**config.mk**
```make
export PLATFORM = sky130hd
export DESIGN_NAME = shift_seq_engine
export DESIGN_NICKNAME = d
export VERILOG_FILES = /design/src/rtl/shift_seq_pkg.sv /design/src/rtl/shift_seq_step.sv /design/src/rtl/shift_seq_engine.sv
export SDC_FILE = /design/constraint.sdc
export NUM_CORES = 1
export LEC_CHECK = 0
export ABC_AREA = 1
export CAP_MARGIN = 20
export CORE_MARGIN = 2
export CORE_UTILIZATION = 48
export CTS_BUF_LIST = sky130_fd_sc_hd__clkbuf_8 sky130_fd_sc_hd__clkbuf_16
export DETAILED_ROUTE_END_ITERATION = 10
export GPL_ROUTABILITY_DRIVEN = 0
export PLACE_DENSITY_LB_ADDON = 0.25
export SETUP_SLACK_MARGIN = 0.3
export SYNTH_ARGS = -nofsm -noshare
export SYNTH_HDL_FRONTEND = slang
export SYNTH_HIERARCHICAL = 1
export SYNTH_SLANG_ARGS = --single-unit
export TNS_END_PERCENT = 1
```
**constraint.sdc**
```tcl
create_clock -name clk -period 4.9 [get_ports clk]
set_input_delay 0.98 -clock clk [delete_from_list [all_inputs] [get_ports clk]]
set_output_delay 0.98 -clock clk [all_outputs]
set_load 0.005 [all_outputs]
```
**src/rtl/shift_seq_pkg.sv**
```systemverilog
// rtl/shift_seq_pkg.sv - mode/state types and mode legality for the sequential shifter
// Optional feature: SHIFT_SEQ_ROTATE_EN enables ROL/ROR.
package shift_seq_pkg;

    typedef enum logic [2:0] {
        MODE_SLL  = 3'b000,
        MODE_SRL  = 3'b001,
        MODE_SLA  = 3'b010,
        MODE_SRA  = 3'b011,
        MODE_ROL  = 3'b100,
        MODE_ROR  = 3'b101,
        MODE_RSV6 = 3'b110,
        MODE_RSV7 = 3'b111
    } mode_t;

    typedef enum logic [1:0] {
        IDLE  = 2'b00,
        SHIFT = 2'b01,
        DONE  = 2'b10
    } state_t;

    function automatic logic is_legal(input mode_t m);
        logic legal;
        case (m)
            MODE_SLL, MODE_SRL, MODE_SLA, MODE_SRA: legal = 1'b1;
`ifdef SHIFT_SEQ_ROTATE_EN
            MODE_ROL, MODE_ROR:                     legal = 1'b1;
`endif
            default:                                legal = 1'b0;
        endcase
        return legal;
    endfunction

endpackage

```
**src/rtl/shift_seq_step.sv**
```systemverilog
// rtl/shift_seq_step.sv - combinational single-step shifter (s <= WIDTH positions)
// Rotate cases present only with SHIFT_SEQ_ROTATE_EN.
module shift_seq_step
    import shift_seq_pkg::*;
#(
    parameter int WIDTH = 9,
    parameter int SHW   = 5
) (
    input  logic [WIDTH-1:0] data,
    input  logic [SHW-1:0]   s,
    input  mode_t            mode,
    output logic [WIDTH-1:0] result
);

    always_comb begin
        result = data;
        case (mode)
            MODE_SLL, MODE_SLA: result = data << s;
            MODE_SRL:           result = data >> s;
            MODE_SRA:           result = $unsigned($signed(data) >>> s);
`ifdef SHIFT_SEQ_ROTATE_EN
            // s == 0 makes the wrap term shift by WIDTH, which yields zero
            MODE_ROL:           result = (data << s) | (data >> (SHW'(WIDTH) - s));
            MODE_ROR:           result = (data >> s) | (data << (SHW'(WIDTH) - s));
`endif
            default:            result = data;
        endcase
    end

endmodule

```
**src/rtl/shift_seq_engine.sv**
```systemverilog
// rtl/shift_seq_engine.sv - multi-cycle shift engine, STEP bits per cycle, valid/ready ports
// Optional feature: SHIFT_SEQ_ROTATE_EN enables ROL/ROR modes.
module shift_seq_engine
    import shift_seq_pkg::*;
#(
    parameter int WIDTH = 9,
    parameter int STEP  = 1,
    parameter int SHW   = $clog2(WIDTH + 1) + 1
) (
    input  logic             clk,
    input  logic             rst_n,
    input  logic             in_valid,
    output logic             in_ready,
    input  logic [WIDTH-1:0] in_data,
    input  logic [SHW-1:0]   in_amt,
    input  logic [2:0]       in_mode,
    output logic             out_valid,
    input  logic             out_ready,
    output logic [WIDTH-1:0] out_data,
    output logic             out_zero,
    output logic             out_err,
    output logic             busy
);

    localparam logic [SHW-1:0] WIDTH_SH = SHW'(WIDTH);
    localparam logic [SHW-1:0] STEP_SH  = SHW'(STEP);

    state_t           state_q, state_d;
    logic [WIDTH-1:0] data_q;
    mode_t            mode_q;
    logic [SHW-1:0]   rem_q;
    logic             err_q;

    mode_t            mode_in;
    logic [SHW-1:0]   rem_init;
    logic [SHW-1:0]   s;
    logic [WIDTH-1:0] step_out;
    logic             accept;

    assign mode_in = mode_t'(in_mode);
    assign accept  = in_valid && (state_q == IDLE);
    assign s       = (rem_q > STEP_SH) ? STEP_SH : rem_q;

    // Rotates wrap the amount; plain shifts saturate at WIDTH, which already
    // produces all-zero or all-sign results after the full walk.
    always_comb begin
        rem_init = in_amt;
        if (mode_in == MODE_ROL || mode_in == MODE_ROR)
            rem_init = in_amt % WIDTH_SH;
        else if (in_amt >= WIDTH_SH)
            rem_init = WIDTH_SH;
    end

    shift_seq_step #(
        .WIDTH (WIDTH),
        .SHW   (SHW)
    ) u_step (
        .data   (data_q),
        .s      (s),
        .mode   (mode_q),
        .result (step_out)
    );

    always_ff @(posedge clk) begin
        if (!rst_n)
            state_q <= IDLE;
        else
            state_q <= state_d;
    end

    always_comb begin
        state_d = state_q;
        case (state_q)
            IDLE: begin
                if (accept)
                    state_d = (!is_legal(mode_in) || rem_init == '0) ? DONE : SHIFT;
            end
            SHIFT: begin
                if (rem_q <= STEP_SH)
                    state_d = DONE;
            end
            DONE: begin
                if (out_ready)
                    state_d = IDLE;
            end
            default: state_d = IDLE;
        endcase
    end

    always_ff @(posedge clk) begin
        if (!rst_n) begin
            data_q <= '0;
            mode_q <= MODE_SLL;
            rem_q  <= '0;
            err_q  <= 1'b0;
        end else if (accept) begin
            data_q <= in_data;
            mode_q <= mode_in;
            rem_q  <= rem_init;
            err_q  <= !is_legal(mode_in);
        end else if (state_q == SHIFT) begin
            data_q <= step_out;
            rem_q  <= rem_q - s;
        end
    end

    assign in_ready  = (state_q == IDLE);
    assign out_valid = (state_q == DONE);
    assign busy      = (state_q != IDLE);
    assign out_data  = data_q;
    assign out_zero  = out_valid && (data_q == '0);
    assign out_err   = out_valid && err_q;

endmodule

```
# --- Word-level counts from Yosys, hierarchy flattened ---
# Cells that the tools add are included.
totals:
  word_cells: 62
  regBits: 20
  in_bits: 21
  out_inout_bits: 14
classes:
  n_lt_le_gt_ge: 3
  div: 1
  muxes: 17
  add_sub_neg: 1
  n_reduce_logical: 19
  n_eq_ne: 13
  shift: 3
op_table:
  columns: ["operator", "n"]
  rows:
  - ["case mux 9 bit (3 select lines)", 1]
  - ["two-way mux 5 bit", 5]
  - ["two-way mux 9 bit", 2]
  - ["== test 3 x 2 -> 1 bit, second input constant", 4]
  - ["zero test 9 bit", 1]
  - ["<< shifter 9 x 5 -> 9 bit", 1]
  - ["right shift 9 x 5 -> 9 bit", 1]
  - [">>> shifter 9 x 5 -> 9 bit", 1]
  - ["two-way mux 2 bit", 4]
  - ["== test 3 x 1 -> 1 bit, second input constant", 2]
  - ["== test 3 bit, second input constant", 2]
  - ["zero test 3 bit", 2]
  - ["case mux 2 bit (3 select lines)", 1]
  - [">= comparator 5 x 4 -> 1 bit, second input constant", 1]
  - ["greater-than comparator 5 x 1 -> 1 bit, second input constant", 1]
  - ["<= comparator 5 x 1 -> 1 bit, second input constant", 1]
  - ["zero test 5 bit", 1]
  - ["remainder unit 5 x 4 -> 5 bit, second input constant", 1]
  - ["subtractor 5 bit", 1]
  - ["two-way mux 1 bit", 4]
  - ["!= test 2 x 1 -> 1 bit, second input constant", 2]
  - ["nonzero test 2 bit", 2]
  - ["nonzero test 4 bit", 1]
  - ["OR reduction 4 bit", 1]
  - ["10 further kinds", 14]

# --- Longest topological paths before layout ---
logic_depth:
  ltp_word: 10
  depth_mapped: 14
  depth_no_buf: 14

# --- Modules after synthesis ---
# The synthesis kept the hierarchy.
by_module_without_submodules:
  columns: ["module", "n_inst", "seq_area_each_um2", "area_each_um2", "cells_each"]
  rows:
  - ["shift_seq_engine", 1, 400.4, 1213.7, 199]
  - ["shift_seq_step", 1, 0.0, 923.4, 186]

# --- Worst setup path before layout ---
# OpenSTA, ideal clock, no wires.
synth_path:
  path_type: "input port to flip-flop"
  from: "input in_amt[2]"
  to: "register state_q[0]"
  arrival_ns: 2.052
  setup_slack_ns: 2.728
  required_ns: 4.780
  setup_time_ns: 0.120
  stages: 14
  cell_sequence: "inv_1 > ha_1 > xor2_1 > nand2_1 > nand2_2 > o21ai_1 > nand2_1 > nand2_1 > nand2_1 > nand2_1 > nor2_1 > nand3_1 > nand2_1 > a21oi_2"
synth_via:
  elab_chain_cells: 8
  elab_cells_between_ends: 9
synth_lines:
  columns: ["item", "line_no", "rtl"]
  rows:
  - ["start, declared", "shift_seq_engine.sv:15", "input logic [SHW-1:0] in_amt,"]
  - ["parallel branches: the longest is 2 deep, another holds remainder unit 5 x 4 -> 5 bit", null, null]
  - ["two-way mux 5 bit *", "shift_seq_engine.sv:48", "if (mode_in == MODE_ROL || mode_in == MODE_ROR)"]
  - ["zero test 5 bit *", "shift_seq_engine.sv:76", "state_d = (!is_legal(mode_in) || rem_init == '0) ? DONE : SHIFT;"]
  - ["logical OR 1 bit *", "shift_seq_engine.sv:76", null]
  - ["two-way mux 2 bit *", "shift_seq_engine.sv:76", null]
  - ["two-way mux 2 bit *", "shift_seq_engine.sv:75", "if (accept)"]
  - ["case mux 2 bit (3 select lines) *", "shift_seq_engine.sv:73", "case (state_q)"]
  - ["end signal, assigned", "shift_seq_engine.sv:68", "state_q <= state_d;"]
  - ["end, declared", "shift_seq_engine.sv:28", "state_t state_q, state_d;"]
# Mark *: on every way between the ends. The select of a mux whose other input is x is not followed.
# A chain may end at the register's enable or synchronous reset.

# --- Worst setup path after layout ---
layout_path:
  from: "register data_q[8] (netlist: out_data[8])"
  to: "output out_zero"
layout_via:
  elab_chain_cells: 2
layout_lines:
  columns: ["item", "line_no", "rtl"]
  rows:
  - ["start, declared", "shift_seq_engine.sv:29", "logic [WIDTH-1:0] data_q;"]
  - ["start signal, assigned", "shift_seq_engine.sv:97", "data_q <= in_data;"]
  - ["start signal, assigned", "shift_seq_engine.sv:102", "data_q <= step_out;"]
  - ["zero test 9 bit", "shift_seq_engine.sv:111", "assign out_zero = out_valid && (data_q == '0);"]
  - ["logical AND 1 bit", "shift_seq_engine.sv:111", null]
  - ["end, declared", "shift_seq_engine.sv:20", "output logic out_zero,"]
# Every way passes these cells.

==> summary.txt <==
critical hold path startpoint -> err_q$_SDFFE_PN0P_
R2R Path End -> out_data[4]$_SDFFE_PN0P_
sequential share of power -> 28.7%
Primary FF master, synth -> dfxtp_1
Vias -> 2580
data required time at the worst endpoint -> 3920 ps
Max-cap violations -> 0
Critical R2R Launch -> rem_q[1]$_SDFFE_PN0P_
Achievable Freq -> 357.8 MHz
Routed wire per std cell -> 12.29 µm
pin count of the biggest net entering global routing -> 24
# IOs -> 35
postcts setup bufs -> 0
DRC -> 0
Via density -> 5.466
Max Slew Vio Count -> 0
number of synthesized flops with an enable pin -> 0
cell area power density -> 313.7 mW/mm²
Non-Filler Instances -> 472
Avg Cell Area, Syn -> 5.551 µm²
nets@finish -> 444
cell area after synthesis -> 0.002137 mm²
depth of the CTS H-tree -> 1
status -> finished, final reports clean
area fraction of the dominant cell type after synthesis -> 23.54%
synthesis-to-finish area growth -> 19.55%
commonest cells in the netlist -> nand2_1 (134), nand3_1 (56), inv_1 (38)
LEAKAGE -> 1.214 nW
switching portion of total power -> 43.59%
Post-synth ARST share -> 0%
Final Hold Fails -> 0
count leader, synth -> nand2_1
Worst Path Arrival -> 1810 ps
port bufs -> 34
HP Class -> flip-flop to flip-flop
Final Util -> 59.09%
root buffer cell -> clkbuf_8
Worst path most repeated cell -> nor4_1
Syn Inst Count -> 385
Antenna Cells -> 0
Starting Density -> 49.42%
power share of the clock group -> 20.9%
relative max-transition margin -> 33.12%
worst-path maximum fanout -> 7
first-pass GRT wire length -> 9846 µm
clk sink count -> 20
die extent in x -> 70.73 µm
CP cell instances -> nor4_1 -> nand3_1 -> nor4_1 -> clkdlybuf4s50_1
Num CTS Buffers -> 3
sequential share of the synthesized area -> 18.74%
maximum vdd drop -> 0.1897 mV
CTS tree -> yes
TritonRoute pass-1 iters -> 5
internal reg-to-reg setup slack -> 2610 ps
vias in the first global route -> 2122
clk slew on worst S/H paths -> 70 ps
Final HPWL DP -> 4469 µm
Reg2Reg Depth -> 14
initial antenna violation count -> 0
NetSw -> 0.3494 mW
total die area -> 0.005002 mm²
Met3 Wirelength -> 463 µm
Hold EP -> err_q$_SDFFE_PN0P_
fraction of layout cells with a size suffix above 1 -> 6.905%
hold_ws -> 473.1 ps
row count -> 24
initial drt markers -> 341
post-cts sizing count -> 0
final antenna-violating net count -> 0
RSZ-0062 raised after global routing -> false
Slew @ Worst Pin -> 999.5 ps
total gr overflow -> 0
Max Clock Skew -> 7.947 ps
Final min period -> 2795 ps
ranking of synthesized cells by area -> nand2_1 (24%), dfxtp_1 (19%), nand3_1 (13%)
Synth area leader -> nand2_1
Total GRT Usage -> 23.36%
Power Internal -> 0.4522 mW
CP max stage cell -> clkdlybuf4s50_1
Die Y -> 70.73 µm
synthesized flop and latch total -> 20
M1 WL -> 2741 µm
synth unique cells -> 37
Clock Tree Buf Depth -> 2
Core ar. -> 0.004324 mm²
final WL -> 5802 µm
crit path capture type -> output pin
crit path kind -> flip-flop to output pin
Worst setup SP type -> flip-flop
synth warn -> 6
hold path depth -> 2
Tcrit/Tclk final -> 57.04%
wire length on met2 -> 2564 µm
Worst-Skew Late Latency -> 260 ps
hold buffers post-CTS -> 0
slowest stage delay, CP -> 560 ps
Final setup viols -> 0
Final TNS setup -> 0 ps
Placed Instances -> 468
Gate power share -> 50.4%
Pwr Total -> 0.8016 mW
highest routed layer -> met4
[placed cells by master, fill, tap and decap left out, drive strengths merged, types with 2 or more instances in the layout]
cell / n
nand4: 7
clkdlybuf4s50: 34
nor4: 2
o211ai: 2
ha: 2
inv: 44
o21ai: 10
dfxtp: 20
clkbuf: 3
nand2: 140
a31oi: 12
conb: 9
a21oi: 21
nor3: 5
nand3: 58
nor2: 40
[power by group through the flow]
stage | sequential (mW) | combinational [mW] | clock [mW]
floorplan | 0.220 | 0.297 | 0
global placement | 0.233 | 0.389 | 0
detailed placement | 0.233 | 0.392 | 0
CTS | 0.230 | 0.394 | 0.169
global route | 0.236 | 0.449 | 0.175
finish | 0.230 | 0.404 | 0.167
[critical path, delay by kind of cell, from the launching register on]
family        cells  cell delay (ps)
buf+inv           1              560
flops             1              390
simple gates      3              610
[cell type report]
type                            count  area, µm²
Clock buffer                        3      41.29
Clock inverter                      1      30.03
Fill cell                         450       1769
Inverter                           44      170.2
Multi-Input combinational cell    317       1500
Sequential cell                    20      400.4
Tap cell                           52      65.06
Timing Repair Buffer               35      347.8
[sequential cells by signal, summed over array words and instances (netlist names)]
register and count:
err_q 1, mode_q 3, out_data 9, rem_q 5, state_q 2
[logic make-up (layout without fill, tap and decap cells)]
family                   after synthesis  after routing  synth area share, %
AND/OR/NAND/NOR                      255            255                53.16
XOR/XNOR                               1              1               0.4099
other                                  1              9               0.1755
buffers and inverters                 56             83                12.47
flip-flops                            20             20                18.74
adder cells (fa/ha/maj)                2              2                1.171
AO/OA/AOI/OAI                         50             50                13.88
[through the flow]
| step | setup WS [ps] | instance area [µm²] |
|---|---|---|
| 2_1_floorplan | 2728 | 2167 |
| 3_5_place_dp | 2047 | 2484 |
| 6_report | 2105 | 2555 |
| 5_1_grt | 1975 | 2555 |
| 4_1_cts | 2101 | 2555 |
| 3_3_place_gp | 2108 | 2484 |
[metal layers]
layer  GRT usage (%)  vias to the layer above
met5               0                        -
met4           2.935                        0
met3           3.419                        5
met2           36.66                      115
met1           34.90                     1137
li1                -                     1323
[how the worst max path moves through the flow]
| stage | end | slack, ps | from |
|---|---|---|---|
| global placement | state_q[0]$_SDFFE_PN0P_ | 2110 | in_amt[1] |
| floorplan | state_q[0]$_SDFFE_PN0P_ | 2730 | in_amt[2] |
| CTS | out_zero | 2100 | out_data[8]$_SDFFE_PN0P_ |
| finish | out_zero | 2110 | out_data[8]$_SDFFE_PN0P_ |
| global route | out_zero | 1970 | out_data[0]$_SDFFE_PN0P_ |
| detailed placement | state_q[0]$_SDFFE_PN0P_ | 2050 | in_amt[1] |
Power figures use the tool's default switching activity.
